<file path="src/rtl/quad_edge_drawer_if.sv">
`default_nettype none
// =============================================================================
// Module      : quad_edge_drawer_if
// Description : Vertex command and pixel stream bundle between the vertex
//               loader, the quad edge drawer and the framebuffer writer.
// Revision    : 1.0 - initial release
// =============================================================================
interface quad_edge_drawer_if #(
  parameter int COORD_W = 10
);
  logic               draw_lines;
  logic [COORD_W-1:0] x0, y0, x1, y1, x2, y2, x3, y3;
  logic [COORD_W-1:0] pix_x;
  logic [COORD_W-1:0] pix_y;
  logic               pix_valid;
  logic               pix_ready;
  logic               busy;
  logic               line_done;

  // Environment side: loader strobes vertices, framebuffer returns ready.
  modport master (
    output draw_lines, x0, y0, x1, y1, x2, y2, x3, y3, pix_ready,
    input  pix_x, pix_y, pix_valid, busy, line_done
  );

  // Drawer side.
  modport slave (
    input  draw_lines, x0, y0, x1, y1, x2, y2, x3, y3, pix_ready,
    output pix_x, pix_y, pix_valid, busy, line_done
  );
endinterface
`default_nettype wire

</file>
<file path="src/rtl/quad_edge_drawer.sv">
`default_nettype none
// =============================================================================
// Module      : quad_edge_drawer
// Description : Rasterises a latched quad outline edge by edge with integer
//               Bresenham onto a valid/ready pixel stream. Define
//               QUAD_CLOSE_EDGE_EN to draw the closing edge 3->0.
// Revision    : 1.0 - initial release
// =============================================================================
module quad_edge_drawer #(
  parameter int COORD_W = 10
) (
  input  logic              clk,
  input  logic              rst_n,
  quad_edge_drawer_if.slave bus
);

  localparam int c_ERR_W = COORD_W + 2;
  localparam int c_E2_W  = COORD_W + 3;
  localparam logic [COORD_W-1:0] c_ONE = COORD_W'(1);
`ifdef QUAD_CLOSE_EDGE_EN
  localparam logic [1:0] c_LAST_EDGE = 2'd3;
`else
  localparam logic [1:0] c_LAST_EDGE = 2'd2;
`endif

  typedef enum logic [1:0] {
    ST_IDLE  = 2'd0,
    ST_SETUP = 2'd1,
    ST_PLOT  = 2'd2,
    ST_DONE  = 2'd3
  } state_t;

  state_t r_state;
  state_t w_state_nxt;

  logic [COORD_W-1:0]        r_vx [4];
  logic [COORD_W-1:0]        r_vy [4];
  logic [1:0]                r_edge;
  logic [COORD_W-1:0]        r_cur_x;
  logic [COORD_W-1:0]        r_cur_y;
  logic [COORD_W-1:0]        r_end_x;
  logic [COORD_W-1:0]        r_end_y;
  logic signed [c_ERR_W-1:0] r_dx;
  logic signed [c_ERR_W-1:0] r_dy;
  logic signed [c_ERR_W-1:0] r_err;
  logic                      r_sx_neg;
  logic                      r_sy_neg;

  logic [1:0]                w_edge_b;
  logic [COORD_W-1:0]        w_ax, w_ay, w_bx, w_by;
  logic [COORD_W-1:0]        w_abs_dx, w_abs_dy;
  logic signed [c_ERR_W-1:0] w_dx, w_dy;
  logic signed [c_E2_W-1:0]  w_e2, w_dx_ext, w_dy_ext;
  logic                      w_step_x, w_step_y;
  logic signed [c_ERR_W-1:0] w_err_nxt;
  logic [COORD_W-1:0]        w_x_nxt, w_y_nxt;
  logic                      w_at_end;
  logic                      w_accept;

  // Edge endpoints: the 2-bit index wraps 3 -> 0 for the closing edge.
  assign w_edge_b = r_edge + 2'd1;
  assign w_ax     = r_vx[r_edge];
  assign w_ay     = r_vy[r_edge];
  assign w_bx     = r_vx[w_edge_b];
  assign w_by     = r_vy[w_edge_b];

  assign w_abs_dx = (w_bx > w_ax) ? (w_bx - w_ax) : (w_ax - w_bx);
  assign w_abs_dy = (w_by > w_ay) ? (w_by - w_ay) : (w_ay - w_by);
  assign w_dx     = $signed({2'b00, w_abs_dx});
  assign w_dy     = -$signed({2'b00, w_abs_dy});

  assign w_e2     = $signed({r_err, 1'b0});
  assign w_dx_ext = {r_dx[c_ERR_W-1], r_dx};
  assign w_dy_ext = {r_dy[c_ERR_W-1], r_dy};
  assign w_step_x = (w_e2 >= w_dy_ext);
  assign w_step_y = (w_e2 <= w_dx_ext);

  assign w_at_end = (r_cur_x == r_end_x) && (r_cur_y == r_end_y);
  assign w_accept = (r_state == ST_PLOT) && bus.pix_ready;

  // Both axis decisions are taken from the same pre-update e2.
  always_comb begin
    w_err_nxt = r_err;
    w_x_nxt   = r_cur_x;
    w_y_nxt   = r_cur_y;
    if (w_step_x) begin
      w_err_nxt = w_err_nxt + r_dy;
      w_x_nxt   = r_sx_neg ? (r_cur_x - c_ONE) : (r_cur_x + c_ONE);
    end
    if (w_step_y) begin
      w_err_nxt = w_err_nxt + r_dx;
      w_y_nxt   = r_sy_neg ? (r_cur_y - c_ONE) : (r_cur_y + c_ONE);
    end
  end

  always_ff @(posedge clk or negedge rst_n) begin
    if (!rst_n) begin
      r_state <= ST_IDLE;
    end else begin
      r_state <= w_state_nxt;
    end
  end

  always_comb begin
    w_state_nxt   = r_state;
    bus.pix_valid = 1'b0;
    bus.busy      = 1'b1;
    bus.line_done = 1'b0;
    case (r_state)
      ST_IDLE: begin
        bus.busy = 1'b0;
        if (bus.draw_lines) begin
          w_state_nxt = ST_SETUP;
        end
      end
      ST_SETUP: begin
        w_state_nxt = ST_PLOT;
      end
      ST_PLOT: begin
        bus.pix_valid = 1'b1;
        if (w_accept && w_at_end) begin
          w_state_nxt = (r_edge == c_LAST_EDGE) ? ST_DONE : ST_SETUP;
        end
      end
      ST_DONE: begin
        bus.line_done = 1'b1;
        w_state_nxt   = ST_IDLE;
      end
      default: begin
        w_state_nxt = ST_IDLE;
      end
    endcase
  end

  always_ff @(posedge clk or negedge rst_n) begin
    if (!rst_n) begin
      r_vx     <= '{default: '0};
      r_vy     <= '{default: '0};
      r_edge   <= 2'd0;
      r_cur_x  <= '0;
      r_cur_y  <= '0;
      r_end_x  <= '0;
      r_end_y  <= '0;
      r_dx     <= '0;
      r_dy     <= '0;
      r_err    <= '0;
      r_sx_neg <= 1'b0;
      r_sy_neg <= 1'b0;
    end else begin
      case (r_state)
        ST_IDLE: begin
          if (bus.draw_lines) begin
            r_vx[0] <= bus.x0;
            r_vy[0] <= bus.y0;
            r_vx[1] <= bus.x1;
            r_vy[1] <= bus.y1;
            r_vx[2] <= bus.x2;
            r_vy[2] <= bus.y2;
            r_vx[3] <= bus.x3;
            r_vy[3] <= bus.y3;
            r_edge  <= 2'd0;
          end
        end
        ST_SETUP: begin
          r_cur_x  <= w_ax;
          r_cur_y  <= w_ay;
          r_end_x  <= w_bx;
          r_end_y  <= w_by;
          r_dx     <= w_dx;
          r_dy     <= w_dy;
          r_err    <= w_dx + w_dy;
          r_sx_neg <= !(w_bx > w_ax);
          r_sy_neg <= !(w_by > w_ay);
        end
        ST_PLOT: begin
          if (w_accept) begin
            if (w_at_end) begin
              r_edge <= r_edge + 2'd1;
            end else begin
              r_cur_x <= w_x_nxt;
              r_cur_y <= w_y_nxt;
              r_err   <= w_err_nxt;
            end
          end
        end
        default: begin
        end
      endcase
    end
  end

  assign bus.pix_x = r_cur_x;
  assign bus.pix_y = r_cur_y;

endmodule
`default_nettype wire

</file>
<file path="src/flat_wrapper.sv">
// flat-port wrapper written by rule: the top's interface ports become plain ports
module quad_edge_drawer_flat 
#(
  parameter int COORD_W = 10
)
  (clk, rst_n, bus_draw_lines, bus_x0, bus_y0, bus_x1, bus_y1, bus_x2, bus_y2, bus_x3, bus_y3, bus_pix_ready, bus_pix_x, bus_pix_y, bus_pix_valid, bus_busy, bus_line_done);
  quad_edge_drawer_if #(.COORD_W(COORD_W)) bus_i ();
  input  logic clk;
  input  logic rst_n;
  input wire logic [$bits(bus_i.draw_lines)-1:0] bus_draw_lines;
  input wire logic [$bits(bus_i.x0)-1:0] bus_x0;
  input wire logic [$bits(bus_i.y0)-1:0] bus_y0;
  input wire logic [$bits(bus_i.x1)-1:0] bus_x1;
  input wire logic [$bits(bus_i.y1)-1:0] bus_y1;
  input wire logic [$bits(bus_i.x2)-1:0] bus_x2;
  input wire logic [$bits(bus_i.y2)-1:0] bus_y2;
  input wire logic [$bits(bus_i.x3)-1:0] bus_x3;
  input wire logic [$bits(bus_i.y3)-1:0] bus_y3;
  input wire logic [$bits(bus_i.pix_ready)-1:0] bus_pix_ready;
  output wire logic [$bits(bus_i.pix_x)-1:0] bus_pix_x;
  output wire logic [$bits(bus_i.pix_y)-1:0] bus_pix_y;
  output wire logic [$bits(bus_i.pix_valid)-1:0] bus_pix_valid;
  output wire logic [$bits(bus_i.busy)-1:0] bus_busy;
  output wire logic [$bits(bus_i.line_done)-1:0] bus_line_done;
  assign bus_i.draw_lines = bus_draw_lines;
  assign bus_i.x0 = bus_x0;
  assign bus_i.y0 = bus_y0;
  assign bus_i.x1 = bus_x1;
  assign bus_i.y1 = bus_y1;
  assign bus_i.x2 = bus_x2;
  assign bus_i.y2 = bus_y2;
  assign bus_i.x3 = bus_x3;
  assign bus_i.y3 = bus_y3;
  assign bus_i.pix_ready = bus_pix_ready;
  assign bus_pix_x = bus_i.pix_x;
  assign bus_pix_y = bus_i.pix_y;
  assign bus_pix_valid = bus_i.pix_valid;
  assign bus_busy = bus_i.busy;
  assign bus_line_done = bus_i.line_done;
  quad_edge_drawer #(.COORD_W(COORD_W)) u_core (.clk(clk), .rst_n(rst_n), .bus(bus_i));
endmodule
</file>
<file path="config.mk">
export PLATFORM = sky130hd
export DESIGN_NAME = quad_edge_drawer_flat
export DESIGN_NICKNAME = d
export VERILOG_FILES = /design/src/rtl/quad_edge_drawer_if.sv /design/src/rtl/quad_edge_drawer.sv /design/src/flat_wrapper.sv
export SDC_FILE = /design/constraint.sdc
export NUM_CORES = 1
export LEC_CHECK = 0
export ABC_AREA = 1
export CORE_ASPECT_RATIO = 1.5
export CORE_UTILIZATION = 54
export DETAILED_ROUTE_END_ITERATION = 8
export PLACE_DENSITY = 0.76
export SLEW_MARGIN = 20
export SYNTH_ARGS = -nofsm -noshare
export SYNTH_HDL_FRONTEND = slang
export SYNTH_SLANG_ARGS = --single-unit
</file>
<file path="constraint.sdc">
create_clock -name clk -period 17.52 [get_ports clk]
set_clock_uncertainty 0.2 [all_clocks]
set_input_delay 5.256 -clock clk [delete_from_list [all_inputs] [get_ports clk]]
set_output_delay 5.256 -clock clk [all_outputs]
set_load 0.005 [all_outputs]
</file>
==> run summary, run 1 <==
area of the mapped netlist = 12800 sq um
proportion of netlist area held by the largest area contributor = 31.3%
area of the die = 24400 sq um
HPWL after detailed placement = 26600 um
total congestion overflow = 0
crit path kind = reg2reg
Setup Total Neg Slack = 0 ps
relative slew slack = 32.6%
result of the run = finished clean
fraction of final layout cells with drive strength greater than 1 = 9.04%
Maximum Capacitance Violations = 0
XOR/XNOR Fraction of Synth Area = 3.83%
count of cell types in the netlist = 49
CP startpoint kind = register
highest-delay cell along the critical path = sky130_fd_sc_hd__ha_1
compound-gate portion of the synthesized area = 11.9%
Routed WL = 34400 um
worst-path maximum fanout = 82
Slew Viols, Final = 0
data required time of the critical path = 17660 ps
Clk Tree Root Cell = sky130_fd_sc_hd__clkbuf_16
Buffers on Ports = 106
most frequent cell on the critical path = sky130_fd_sc_hd__nand2_1
multi-input gate area in the final layout = 7730 sq um
WL/cell = 16.2 um
initial antenna violation count = 0
simple-gate portion of the synthesized area = 25.2%
clock tree from TritonCTS = yes
global-route wire length before repair = 56900 um
Post-CTS Setup Bufs = 0
fraction of the mapped netlist area in adder cells = 12.3%
Critical Path End Type = register
fraction of the cycle the final worst path needs = 49.2%
Horiz. Die Dim = 128 um
top cells by area, synth = sky130_fd_sc_hd__dfrtp_1 31%, sky130_fd_sc_hd__nand2_1 14%, sky130_fd_sc_hd__ha_1 11%
number of global-route vias before repair = 11773
drt first-iter violations = 680
leading cell types by count after synthesis = 490 x sky130_fd_sc_hd__nand2_1, 218 x sky130_fd_sc_hd__inv_1, 160 x sky130_fd_sc_hd__dfrtp_1, 132 x sky130_fd_sc_hd__o21ai_0, 129 x sky130_fd_sc_hd__nand3_1
cell type with the largest total area after synthesis = sky130_fd_sc_hd__dfrtp_1
Yosys reg bits = 160
cts-stage hold buffer count = 0
number of standard cells after synthesis = 1733
Mapped Avg Cell Area = 7.39 sq um
cell count after placement = 2098
Reg area = 4010 sq um
category of cells accounting for the largest share of critical-path delay = buffers and inverters
number of inserted filler cells in the final layout = 2116
maximum number of pins on one net before global-route repair = 87
sequential-to-total area share from yosys stat = 31.3%
clock transition at the registers of the reported paths = 60 ps
first-pass iteration count of the detailed router = 5
routed via count divided by cell count = 5.53
fin crit period = 8610 ps
deepest level of the CTS H-tree = 4
area growth from synthesis to layout = 14.5%
count of final setup violators = 0
post-route non-filler standard cell count = 2130
total of warnings raised by yosys = 0
count of nets left with antenna violations after detail routing = 0
I/O pins = 107
TritonCTS sink count = 160
Buf/Inv on CP = 6
Slowest Stage Delay on Critical Path = 1160 ps
area post-placement = 14100 sq um
dominant synthesized flop cell = sky130_fd_sc_hd__dfrtp_1
initial core utilization = 55.4%
count leader, synth = sky130_fd_sc_hd__nand2_1
combinational family with the most area after synthesis = simple AND/OR/NAND/NOR gates
core area = 23100 sq um
unrepaired setup endpoints after global routing = no
layout net count = 2007
Vert. Die Dim = 191 um
total CTS buffers = 17
net count after synthesis = 1938
latest clock arrival within the worst-skew pair = 440 ps
final antenna diode count = 0
post-cts gate resize count = 0
arrival time at the worst endpoint = 8750 ps
highest attainable clock frequency = 0.116 GHz
multiplexer share of the synthesized area = 7.11%
Std-Cell Rows = 68
worst-case clock buffer depth = 2
post-route cell area = 14700 sq um
total number of vias = 11781
Hold Vio Cnt, Final = 0
number of design rule violations left after detail routing = 0
measured slew at the worst slew-check pin = 1010 ps
RD Place Congestion = 0.973
class of the worst hold path = reg2reg
GR Util All Layers = 29.8%
async set or reset register ratio after synthesis = 100%
number of synthesized flops with an enable pin = 0
==> sequential cells by signal, summed over array words and instances (netlist names), 2 cells and up <==
name,flops
u_core.r_err,12
u_core.bus.pix_x,10
u_core.bus.pix_y,10
u_core.r_edge,2
u_core.r_end_x,10
u_core.r_state,2
u_core.r_end_y,10
u_core.r_dy,12
u_core.r_vx,40
u_core.r_vy,40
u_core.r_dx,10
==> layer usage <==
layer / routed length (um) / track usage (%) / share of wire [%]
met5: 0 / 0 / 0
met4: 1640 / 15.5 / 4.8
met3: 1420 / 4.46 / 4.1
met2: 17700 / 53.8 / 51
met1: 13600 / 33.7 / 40
==> kinds of logic after synthesis <==
group                      after synthesis
adders and majority gates              121
AOI/OAI and AO/OA                      273
DFF                                    160
and+or+nand+nor                        758
buffers and inverters                  284
muxes                                   81
xor gates and xnor gates                56
==> worst paths after layout <==
check	slack [ps]	end	cells past startpoint	from
hold reg to reg	310	u_core.r_end_y[2]	2	u_core.r_end_y[2]
setup reg to reg	8910	u_core.r_err[10]	36	u_core.r_edge[0]
min in group asynchronous	4640	u_core.r_dy[2]	1	rst_n
max in group asynchronous	11240	u_core.r_edge[0]	2	rst_n
setup / recovery	8910	u_core.r_err[10]	36	u_core.r_edge[0]
hold / removal	310	u_core.r_end_y[2]	2	u_core.r_end_y[2]
==> metrics by stage <==
| step | hold WS [ps] | setup WS (ps) | utilization (%) |
|---|---|---|---|
| 6_report | 310 | 8910 | 63.4 |
| 5_1_grt | 322 | 8110 | 63.4 |
| 2_1_floorplan | 267 | 11050 | - |
| 3_5_place_dp | 293 | 9530 | 60.8 |
| 4_1_cts | 309 | 9480 | 63.4 |
| 3_3_place_gp | 283 | 9740 | 60.8 |
==> tightest hold or removal path: cells and delay by family, from the launching register on <==
family	cells	cell delay [ps]
AOI/OAI and AO/OA	1	60
DFF	1	360
and+or+nand+nor	1	50
==> cells in the final DEF (no fill, tap or decap), drive strengths merged, types with 7 or more instances in the layout <==
cell type / instances
dfrtp: 160
xor2: 36
nor3: 7
o21ai: 133
a21oi: 86
nand2: 501
mux2: 80
fa: 9
inv: 227
nand3: 137
or2: 15
clkbuf: 20
nand4: 13
nor2: 78
o211ai: 10
clkdlybuf4s50: 105
xnor2: 20
ha: 112
==> layout make-up <==
type | count | area share (%)
sequential | 160 | 27.3
clock buffer | 20 | 3.05
multi-input combinational | 1289 | 52.7
tap | 315 | 2.69
inverter | 223 | 5.71
timing repair buffer | 111 | 7.52
clock inverter | 12 | 0.998
Power of run 1 is left out: the tool's default activity adds up to more than one toggle a clock period on the data nets, which glitch-free logic cannot reach.
==> run 2: changes to the inputs <==
--- a/config.mk
+++ b/config.mk
@@ -9,7 +9,7 @@
 export CORE_ASPECT_RATIO = 1.5
 export CORE_UTILIZATION = 54
 export DETAILED_ROUTE_END_ITERATION = 8
-export PLACE_DENSITY = 0.76
+export PLACE_DENSITY = 0.79
 export SLEW_MARGIN = 20
 export SYNTH_ARGS = -nofsm -noshare
 export SYNTH_HDL_FRONTEND = slang
==> constraint.sdc (replaced) <==
create_clock -name clk -period 7.8 [get_ports clk]
set_clock_uncertainty 0.2 [all_clocks]
set_input_delay 2.34 -clock clk [delete_from_list [all_inputs] [get_ports clk]]
set_output_delay 2.34 -clock clk [all_outputs]
set_load 0.005 [all_outputs]
==> run 2 against run 1 <==
Net effect: hold slack lost 3.0 ps; design area is essentially flat; via count grew 0.40%; register-to-register slack lost 7300 ps; wire length grew 0.27%; worst setup slack lost 7300 ps; die area is the same; sequential share of layout area is essentially flat; critical path type unchanged.
==> run summary, run 2 (synthesis gave the netlist of run 1 again) <==
reg2reg start = u_core.r_edge[0]
Maximum Capacitance Violations = 0 (unchanged)
clock transition at the registers of the reported paths = 70 ps (about the same)
most frequent cell on the critical path = sky130_fd_sc_hd__nand2_1
core area = 23100 sq um (unchanged)
crit path from = u_core.r_edge[0]
number of global-route vias before repair = 11360 (-3.5%)
HPWL after detailed placement = 26600 um (about the same)
highest attainable clock frequency = 0.163 GHz (+40%)
area growth from synthesis to layout = 14.6% (about the same)
slack of the worst reg-to-reg path = 1650 ps (-7260 ps)
class of the worst hold path = reg2reg
Endpoint, Worst Hold = u_core.r_end_x[9]
fraction of the cycle the final worst path needs = 78.9% (+30 points)
relative slew slack = 32.3% (-0.33 points)
post-cts gate resize count = 0 (unchanged)
post-route non-filler standard cell count = 2135 (+0.23%)
count of nets left with antenna violations after detail routing = 0 (unchanged)
Worst Setup Slack post-DPL = 1760 ps (-7760 ps)
number of design rule violations left after detail routing = 0 (unchanged)
cts-stage hold buffer count = 0 (unchanged)
maximum number of pins on one net before global-route repair = 82 (-5.7%)
result of the run = finished clean
most common library cell in the layout ignoring fill and taps = sky130_fd_sc_hd__nand2_1
startpoint of the most critical hold path = u_core.r_end_x[9]
crit path kind = reg2reg
fin crit period = 6150 ps (-2460 ps)
highest-delay cell along the critical path = sky130_fd_sc_hd__o21ai_0
cell count after placement = 2103 (+0.24%)
Horiz. Die Dim = 128 um (unchanged)
Clk Tree Root Cell = sky130_fd_sc_hd__clkbuf_16
area of the die = 24400 sq um (unchanged)
area post-placement = 14100 sq um (+0.27%)
Regs by FF count = u_core.r_vx x40, u_core.r_vy x40
routed via count divided by cell count = 5.54 (+0.16%)
Slew Viols, Final = 0 (unchanged)
arrival time at the worst endpoint = 6300 ps (-2450 ps)
number of gates on the worst path with buffers counted = 36 (unchanged)
worst hold path depth = 2 (unchanged)
Routed WL = 34500 um (+0.27%)
RD Place Congestion = 0.934 (-4.1%)
setup slack of the critical path after layout = 1650 ps (-7260 ps)
global-route wire length before repair = 56000 um (-1.7%)
deepest level of the CTS H-tree = 4 (unchanged)
unrepaired setup endpoints after global routing = no
initial antenna violation count = 0 (unchanged)
total congestion overflow = 0 (unchanged)
Critical Path End Type = register
Buf/Inv on CP = 6 (unchanged)
Std-Cell Rows = 68 (unchanged)
post-route cell area = 14700 sq um (about the same)
Buffers on Ports = 106 (unchanged)
clock tree from TritonCTS = yes
worst-case clock buffer depth = 2 (unchanged)
Slowest Stage Delay on Critical Path = 380 ps (-780 ps)
number of inserted filler cells in the final layout = 2091 (-1.2%)
count of final setup violators = 0 (unchanged)
initial core utilization = 55.4% (unchanged)
WL/cell = 16.2 um (about the same)
GR Util All Layers = 29.3% (-0.53 points)
latest clock arrival within the worst-skew pair = 440 ps (about the same)
endpoint of the worst-slack reg-to-reg timing path = u_core.r_err[10]
drt first-iter violations = 660 (-2.9%)
Vert. Die Dim = 191 um (unchanged)
fraction of final layout cells with drive strength greater than 1 = 9.40% (+0.36 points)
measured slew at the worst slew-check pin = 1020 ps (+6.10 ps)
I/O pins = 107 (unchanged)
Post-CTS Setup Bufs = 0 (unchanged)
Hold Vio Cnt, Final = 0 (unchanged)
depth of the worst register-to-register path = 36 (unchanged)
worst-path maximum fanout = 22 (-73%)
CP startpoint kind = register
Setup Total Neg Slack = 0 ps (unchanged)
TritonCTS sink count = 160 (unchanged)
first-pass iteration count of the detailed router = 5 (unchanged)
layout net count = 2012 (+0.25%)
total CTS buffers = 17 (unchanged)
highest-count cells in the layout ignoring fill and taps = 489 x sky130_fd_sc_hd__nand2_1, 218 x sky130_fd_sc_hd__inv_1, 159 x sky130_fd_sc_hd__dfrtp_1
category of cells accounting for the largest share of critical-path delay = compound AO/OA/AOI/OAI gates
data required time of the critical path = 7950 ps (-9710 ps)
total number of vias = 11828 (+0.40%)
final antenna diode count = 0 (unchanged)
## run 2: final cells by class
class,instances,area [sq um],area share [%]
tap,315,394,2.68
timing repair buffer,116,1140,7.75
clock inverter,13,120,0.818
clock buffer,19,453,3.09
inverter,223,837,5.70
sequential,160,4010,27.3
multi-input combinational,1289,7730,52.7
## run 2: stage by stage
step                      utilization, %  hold WS [ps]
after floorplan                        -           267
after global placement              61.0           282
after detailed placement            61.0           288
after CTS                           63.4           305
after global routing                63.4           326
final                               63.4           307
## run 2: per-layer routing
layer | share of wire, % | up-vias | track usage, %
met5 | 0 | - | 0
met2 | 50 | 370 | 51.2
met1 | 40 | 5531 | 34.0
met3 | 4.1 | 105 | 3.98
li1 | - | 5822 | -
met4 | 5.7 | 0 | 17.3
## run 2: worst min-delay path, stage by stage (launching register included)
cell and delay, ps:
sky130_fd_sc_hd__dfrtp_1 360, sky130_fd_sc_hd__nand2_1 60, sky130_fd_sc_hd__nand2_1 60
## run 2: how the worst max path moves through the flow
stage / end / slack, ps
final: u_core.r_err[10] / 1650
after global routing: u_core.r_err[10] / 1030
after CTS: u_core.r_err[10] / 1750
after detailed placement: u_core.r_err[10] / 1760
after global placement: u_core.r_err[10] / 1990
after floorplan: u_core.r_err[10] / 2020
Power of run 2 is left out for the same reason.
